File: config.mk
export PLATFORM = sky130hd
export DESIGN_NAME = fifo_wr_arb
export DESIGN_NICKNAME = d
export VERILOG_FILES = /design/src/rtl/fifo_arb_pkg.sv /design/src/rtl/fifo_wr_arb_rr_pick.sv /design/src/rtl/fifo_wr_arb.sv
export SDC_FILE = /design/constraint.sdc
export NUM_CORES = 1
export LEC_CHECK = 0
export BUFFER_PORTS_ARGS = -buffer_cell sky130_fd_sc_hd__buf_4
export CAP_MARGIN = 10
export CELL_PAD_IN_SITES_DETAIL_PLACEMENT = 0
export CELL_PAD_IN_SITES_GLOBAL_PLACEMENT = 2
export CORE_MARGIN = 2
export CORE_UTILIZATION = 24
export CTS_CLUSTER_SIZE = 16
export DETAILED_ROUTE_END_ITERATION = 8
export PLACE_DENSITY_LB_ADDON = 0.1
export SETUP_SLACK_MARGIN = 0.02
export SKIP_CTS_REPAIR_TIMING = 1
export SLEW_MARGIN = 20
export SYNTH_ARGS = -nofsm -noshare
export SYNTH_HDL_FRONTEND = slang
export SYNTH_HIERARCHICAL = 1
export SYNTH_SLANG_ARGS = --single-unit
File: constraint.sdc
create_clock -name clk -period 3.5 [get_ports clk]
set_clock_uncertainty 0.15 [all_clocks]
set_input_delay 0.7 -clock clk [delete_from_list [all_inputs] [get_ports clk]]
set_output_delay 0.7 -clock clk [all_outputs]
set_load 0.005 [all_outputs]
File: src/rtl/fifo_arb_pkg.sv
// Shared definitions for the packet-granular write arbiter in front of the shared buffer.
package fifo_arb_pkg;

  localparam int W_DEFAULT         = 64;
  localparam int N_REQ_DEFAULT     = 4;
  localparam int MAX_BEATS_DEFAULT = 256;

  // Bits needed to index 'value' distinct items.
  function automatic int clog2(input int value);
    int result;
    int v;
    result = 0;
    v = value - 1;
    while (v > 0) begin
      result = result + 1;
      v = v >> 1;
    end
    return result;
  endfunction

  typedef enum logic {
    IDLE  = 1'b0,
    GRANT = 1'b1
  } arb_state_t;

endpackage

File: src/rtl/fifo_wr_arb_rr_pick.sv
// Rotate-priority encoder: first set request at or after ptr, wrapping modulo N.
module rr_pick
  import fifo_arb_pkg::*;
#(
  parameter int N  = N_REQ_DEFAULT,
  parameter int IW = clog2(N)
) (
  input  logic [N-1:0]  req,
  input  logic [IW-1:0] ptr,
  output logic [IW-1:0] idx,
  output logic          any
);

  // Scan offsets from farthest to nearest so the nearest set bit is written last.
  always_comb begin
    idx = '0;
    for (int k = N - 1; k >= 0; k--) begin
      if (req[(int'(ptr) + k) % N]) begin
        idx = IW'((int'(ptr) + k) % N);
      end
    end
  end

  assign any = |req;

endmodule

File: src/rtl/fifo_wr_arb.sv
// Round-robin, packet-granular write arbiter feeding one shared buffer through a
// single register stage; throttles on almost-full/full and cuts packets at MAX_BEATS.
module fifo_wr_arb
  import fifo_arb_pkg::*;
#(
  parameter int N_REQ     = N_REQ_DEFAULT,
  parameter int W         = W_DEFAULT,
  parameter int MAX_BEATS = MAX_BEATS_DEFAULT,
  localparam int IW       = clog2(N_REQ),
  localparam int CW       = clog2(MAX_BEATS) + 1
) (
  input  logic               clk,
  input  logic               srst,
  input  logic [N_REQ-1:0]   req_valid,
  input  logic [N_REQ-1:0]   req_last,
  input  logic [N_REQ*W-1:0] req_data,
  output logic [N_REQ-1:0]   req_ready,
  input  logic               fifo_full,
  input  logic               fifo_afull,
  output logic               fifo_wr_en,
  output logic [W-1:0]       fifo_din,
  output logic [IW-1:0]      grant_id,
  output logic               busy,
  output logic               pkt_done,
  output logic               trunc_err
);

  arb_state_t    state_q, state_d;
  logic [IW-1:0] rr_ptr_q, rr_ptr_d;
  logic [IW-1:0] grant_id_q, grant_id_d;
  logic [CW-1:0] beat_cnt_q, beat_cnt_d;
  logic          wr_en_q, wr_en_d;
  logic [W-1:0]  din_q, din_d;
  logic          pkt_done_q, pkt_done_d;
  logic          trunc_err_q, trunc_err_d;

  logic [IW-1:0] pick_idx;
  logic          pick_any;
  logic          space;
  logic          accept;
  logic          release_now;
  logic          last_beat;
  logic          trunc_hit;
  logic [IW-1:0] next_ptr;
  logic [W-1:0]  gnt_data;

  rr_pick #(
    .N  (N_REQ),
    .IW (IW)
  ) u_rr_pick (
    .req (req_valid),
    .ptr (rr_ptr_q),
    .idx (pick_idx),
    .any (pick_any)
  );

  // The register stage adds one beat of latency, so afull leaves room for it.
  assign space     = ~fifo_afull & ~fifo_full;
  assign gnt_data  = req_data[int'(grant_id_q) * W +: W];
  assign last_beat = req_last[grant_id_q];
  assign trunc_hit = (beat_cnt_q == CW'(MAX_BEATS - 1));
  assign next_ptr  = (grant_id_q == IW'(N_REQ - 1)) ? '0 : grant_id_q + 1'b1;

  always_comb begin
    state_d     = state_q;
    rr_ptr_d    = rr_ptr_q;
    grant_id_d  = grant_id_q;
    beat_cnt_d  = beat_cnt_q;
    req_ready   = '0;
    accept      = 1'b0;
    release_now = 1'b0;
    case (state_q)
      IDLE: begin
        if (pick_any) begin
          grant_id_d = pick_idx;
          beat_cnt_d = '0;
          state_d    = GRANT;
        end
      end
      GRANT: begin
        req_ready[grant_id_q] = space;
        accept = req_valid[grant_id_q] & space;
        if (accept) begin
          beat_cnt_d  = beat_cnt_q + 1'b1;
          release_now = last_beat | trunc_hit;
          if (release_now) begin
            rr_ptr_d = next_ptr;
            state_d  = IDLE;
          end
        end
      end
      default: state_d = IDLE;
    endcase
  end

  always_comb begin
    wr_en_d     = accept;
    din_d       = accept ? gnt_data : din_q;
    pkt_done_d  = accept & release_now;
    trunc_err_d = accept & trunc_hit & ~last_beat;
  end

  always_ff @(posedge clk) begin
    if (srst) begin
      state_q     <= IDLE;
      rr_ptr_q    <= '0;
      grant_id_q  <= '0;
      beat_cnt_q  <= '0;
      wr_en_q     <= 1'b0;
      din_q       <= '0;
      pkt_done_q  <= 1'b0;
      trunc_err_q <= 1'b0;
    end else begin
      state_q     <= state_d;
      rr_ptr_q    <= rr_ptr_d;
      grant_id_q  <= grant_id_d;
      beat_cnt_q  <= beat_cnt_d;
      wr_en_q     <= wr_en_d;
      din_q       <= din_d;
      pkt_done_q  <= pkt_done_d;
      trunc_err_q <= trunc_err_d;
    end
  end

  assign fifo_wr_en = wr_en_q;
  assign fifo_din   = din_q;
  assign grant_id   = grant_id_q;
  assign busy       = (state_q == GRANT);
  assign pkt_done   = pkt_done_q;
  assign trunc_err  = trunc_err_q;

endmodule
### After elaboration in Yosys (flattened, before gate mapping)

Cells that the tools add are included.

* memories: 0
* bits in latches: 0
* bits in read-only memories: 0
* register bits: 81
* output and inout port bits: 74
* bits of input ports: 268
* bits in writable memories: 0

* multiply operators: 0
* divide/modulo/power cells: 0
* $add $sub $neg: 5
* reduce and logical (&&, ||, !) cells: 8
* eq/ne operators: 4
* order comparisons: 6
* bitwise operators: 14
* shift operators: 1
* multiplexer cells: 33

Operators by type and width (count)
* indexed part select 256 x 9 -> 64 bit: 1
* two-way mux 9 bit: 2
* one-hot mux 9 bit (2 select lines): 1
* two-way mux 1 bit: 16
* binary-select mux 1 bit (select 2 bit): 6
* < comparator 3 x 4 -> 1 bit (second input constant): 3
* two-way mux 2 bit: 5
* adder 9 x 1 -> 9 bit (second input constant): 1
* == test 9 x 8 -> 1 bit (second input constant): 1
* < comparator 2 x 3 -> 1 bit (second input constant): 2
* OR reduction 2 bit: 3
* AND 1 bit: 5
* adder 2 x 1 -> 2 bit (second input constant): 2
* adder 2 bit (second input constant): 2
* AND 4 bit: 1
* two-way mux 4 bit: 1
* inverter 1 bit: 4
* AND reduction 2 bit: 2
* OR reduction 4 bit: 1
* AND 1 bit (first input constant): 3
* AND reduction 3 bit: 1
* demux 1 bit (select 2 bit): 1
* == test 2 bit (second input constant): 1
* greater-or-equal comparator 2 x 1 -> 1 bit (second input constant): 1
* 5 further kinds: 5

### Depth between registers and ports, before layout

* depth after elaboration: 10
* gate-level depth with buffers: 7

### Hierarchy

Netlist, hierarchy kept.

Modules (own cells, without submodules)
* fifo_wr_arb: sequential area each 1621.6 um2, times used 1, area each 4624.4 um2, cells an instance 459
* rr_pick: sequential area each 0.0 um2, times used 1, area each 77.6 um2, cells an instance 13

### Worst setup path after synthesis

OpenSTA, ideal clock, no wires.

* path type: flip-flop to output port
* from: register grant_id_q[1], in the netlist grant_id[1]
* to: output port req_ready[1]
* cell stages (with the launch flop): 6
* path buffers: 2
* data arrival time: 1434 ps
* required time: 2650 ps
* path slack: 1216 ps
* path through: dfxtp_1 buf_2 buf_1 inv_1 ha_1 and3_1

* cells in the longest elaborated chain, start to end: 6

Ends and longest elaborated chain
* start: declaration: line fifo_wr_arb.sv:30 `logic [IW-1:0] grant_id_q, grant_id_d;`
* start signal: assignment: line fifo_wr_arb.sv:116 `grant_id_q <= grant_id_d;`
* < comparator 2 x 3 -> 1 bit (not written as such) / greater-or-equal comparator 2 x 1 -> 1 bit (equally long branches): line fifo_wr_arb.sv:81 `req_ready[grant_id_q] = space;`
* logical AND 1 bit (not written as such): line fifo_wr_arb.sv:81
* two-way mux 1 bit (not written as such): line fifo_wr_arb.sv:81
* demux 1 bit (select 2 bit) (*): line fifo_wr_arb.sv:81
* AND 4 bit (no source line) (*)
* two-way mux 4 bit (*): line fifo_wr_arb.sv:72 `case (state_q)`
* end: declaration: line fifo_wr_arb.sv:17 `output logic [N_REQ-1:0] req_ready,`

Every way passes the cells marked *; elsewhere a longest branch is shown, timed or not.

### Final worst setup path

* from: register grant_id_q[0], in the netlist grant_id[0]
* to: output port req_ready[2]

Same word-level chain as after synthesis.

==> flow_metrics.py <==
metrics = {
    "route": {
        "drt_iter0_drc": 186,
        "firstDrtPassIters": 4,
        "routed_via_density": 4.605,
        "route.detailed.drc": 0,
        "wl_per_cell_um": 16.74,
        "drt-total-wl_um": 17790,
        "num_vias": 4895,
        "antenna_left": 0,
    },
    "worst_setup_path": {
        "cp_slowest_cell": "dfxtp_4",
        "worstPathArrival_ps": 1610,
        "cp.required_ps": 2650,
        "path_cells": "inv_1 -> ha_1 -> and3_1 -> buf_4",
        "cp_slowest_stage_delay_ps": 630,
        "start_kind": "flip-flop",
        "worstSetupPathType": "reg -> out",
        "cp-end-kind": "primary output",
        "crit_fanout": 24,
    },
    "sta": {
        "fin_crit_ps": 2459,
        "worst-slew-pin-transition_ps": 551.6,
        "rsz0062_at_grt": "no",
        "maxSlewHeadroom_pct": 63.23,
        "period_share_pct": 70.27,
        "fin_tns_setup_ps": 0,
        "report.final.slew_viol_count": 0,
        "setup_viol_count_final": 0,
        "timing.fmax_mhz": 406.6,
        "hold_viol_final": 0,
    },
    "place": {
        "dpl.hpwl_um": 14080,
        "port_buffers": 341,
        "gp_congestion": 0.7602,
    },
    "global_route": {
        "grt_first_pass_wirelength_um": 26250,
        "antenna_found_initial": 0,
        "grt-ovfl-total": 0,
        "grt_max_degree": 44,
        "grt_pass1_vias": 4914,
        "grt_usage_pct": 16.64,
    },
    "final_layout": {
        "antennaDiodeCount": 0,
        "nNetsFinal": 1067,
        "drive_gt1_share_pct": 55.14,
        "nFillCells": 1948,
        "layout_commonest_cell": "buf_4",
        "final_core_util_pct": 40.32,
        "final_cell_mix": "352 x buf_4, 141 x nand2_1, 79 x dfxtp_1",
        "area_delta_synth_final_pct": 65.81,
    },
    "floorplan": {
        "core-area_um2": 19330,
        "fp.dieH_um": 144.0,
        "ios": 342,
        "rows": 51,
        "die_w_um": 144.0,
        "initial_utilization_pct": 24.32,
        "dieArea_um2": 20730,
    },
    "clocking": {
        "cts.sinks": 81,
        "ctsHtreeMaxLevel": 3,
        "cts.path.max_buffers": 2,
        "clock_latency_ps": 340,
        "cts_made_buffers": 9,
        "cts-root-buf": "clkbuf_16",
        "cts_tree": "built",
        "path_clk_slew_ps": 60,
    },
    "outcome": {
        "status": "finished, final reports clean",
    },
    "worst_hold_path": {
        "hold_path.class": "reg -> reg",
    },
    "synthesis": {
        "syn-cell-area_um2": 4702,
        "seq_area_frac_synth_pct": 34.49,
        "ys_seq_elements": 81,
        "synth-warning-count": 6,
        "ys_types": 38,
        "synth_cells": 472,
        "syn_nets": 746,
        "avgSynthCellArea_um2": 9.962,
    },
    "power": {
        "vdd_drop_max_v": 0.0002182,
        "p_per_area_nw_per_um2": 324.7,
        "p_leak_nw": 3.248,
    },
    "run": {
        "max_cap_viol_count": 0,
    },
}
-- registers in the layout (all words and copies together), names as in the netlist --
signal / count
pkt_done: 1
busy: 1
rr_ptr_q: 2
fifo_din: 64
trunc_err: 1
beat_cnt_q: 9
grant_id: 2
fifo_wr_en: 1
-- report_power, final --
group	switching, mW	internal (mW)
Sequential	0.0253	0.943
Combinational	0.170	0.346
Clock	0.386	0.662
-- per-layer routing --
| metal | track usage, % | share of wire [%] |
|---|---|---|
| met5 | 0 | 0 |
| met2 | 31.10 | 53 |
| met1 | 18.09 | 37 |
| met4 | 5.108 | 1.4 |
| met3 | 4.834 | 8.8 |
-- worst max-delay path: cells and delay by family (launching register included) --
family | cells | cell delay [ps]
fa+ha+maj | 1 | 210
flops | 1 | 630
buf+inv | 2 | 260
simple gates | 1 | 160
-- metrics by stage --
step	power, mW	cell area (um^2)	hold slack [ps]	setup slack [ps]	instances
after global routing	2.659	7796	323.4	905.6	1063
after floorplan	1.204	4702	297.9	1216	472
after CTS	2.576	7796	305.6	1014	1063
after detailed placement	1.517	7467	296.9	943.6	1047
final	2.532	7796	303.2	1041	1063
after global placement	1.511	7467	292.7	981.4	1047
-- worst paths after layout --
path | from | endpoint | slack (ps) | cells after the start
setup / recovery | grant_id[0] | req_ready[2] | 1040 | 4
hold / removal | fifo_din[18] | fifo_din[18] | 300 | 2
setup reg to reg | grant_id[0] | fifo_din[37] | 1070 | 5
hold reg to reg | fifo_din[18] | fifo_din[18] | 300 | 2
-- area by class of cell --
class                   count  area [um^2]  area share, %
flip-flops and latches     81         1629          20.90
multi-input cells         345         2849          36.54
repair buffers            352         2643          33.89
clock buffers              11        252.7          3.242
inverters                   4        15.01         0.1926
clock inverters             5        76.32         0.9790
well taps                 265        331.6          4.253
-- cell families (layout without fill, tap and decap cells) --
family                     count (synthesis)  in the layout  share of synthesized area, %
and+or+nand+nor                          183            183                         16.37
adders and majority gates                  6              6                         1.597
AOI/OAI and AO/OA                         88             88                         10.40
muxes                                     68             68                         32.04
DFF                                       81             81                         34.49
buffers and inverters                     46            372                         5.109
-- Yosys cell counts (all sizes together) --
| library cell | number | area share, % |
|---|---|---|
| a211oi | 2 | 0.43 |
| a21o | 2 | 0.32 |
| a21oi | 74 | 7.9 |
| a31o | 1 | 0.19 |
| a31oi | 1 | 0.13 |
| and2 | 1 | 0.13 |
| and3 | 5 | 0.67 |
| buf | 28 | 3.7 |
| clkbuf | 14 | 1.1 |
| dfxtp | 81 | 34 |
| ha | 6 | 1.6 |
| inv | 4 | 0.32 |
| mux2i | 2 | 0.43 |
| mux4 | 66 | 32 |
| nand2 | 141 | 11 |
| nand2b | 5 | 0.67 |
| nand3 | 8 | 0.96 |
| nand3b | 2 | 0.32 |
| nand4 | 2 | 0.27 |
| nor2 | 10 | 0.80 |
| nor2b | 1 | 0.13 |
| nor3 | 2 | 0.21 |
| nor3b | 1 | 0.16 |
| nor4b | 2 | 0.37 |
| o2111ai | 2 | 0.51 |
| o211a | 1 | 0.21 |
| o21ai | 2 | 0.21 |
| o311ai | 2 | 0.37 |
| o31ai | 1 | 0.16 |
| or3 | 2 | 0.27 |
| or4 | 1 | 0.16 |
(Power assumes the default switching activity.)
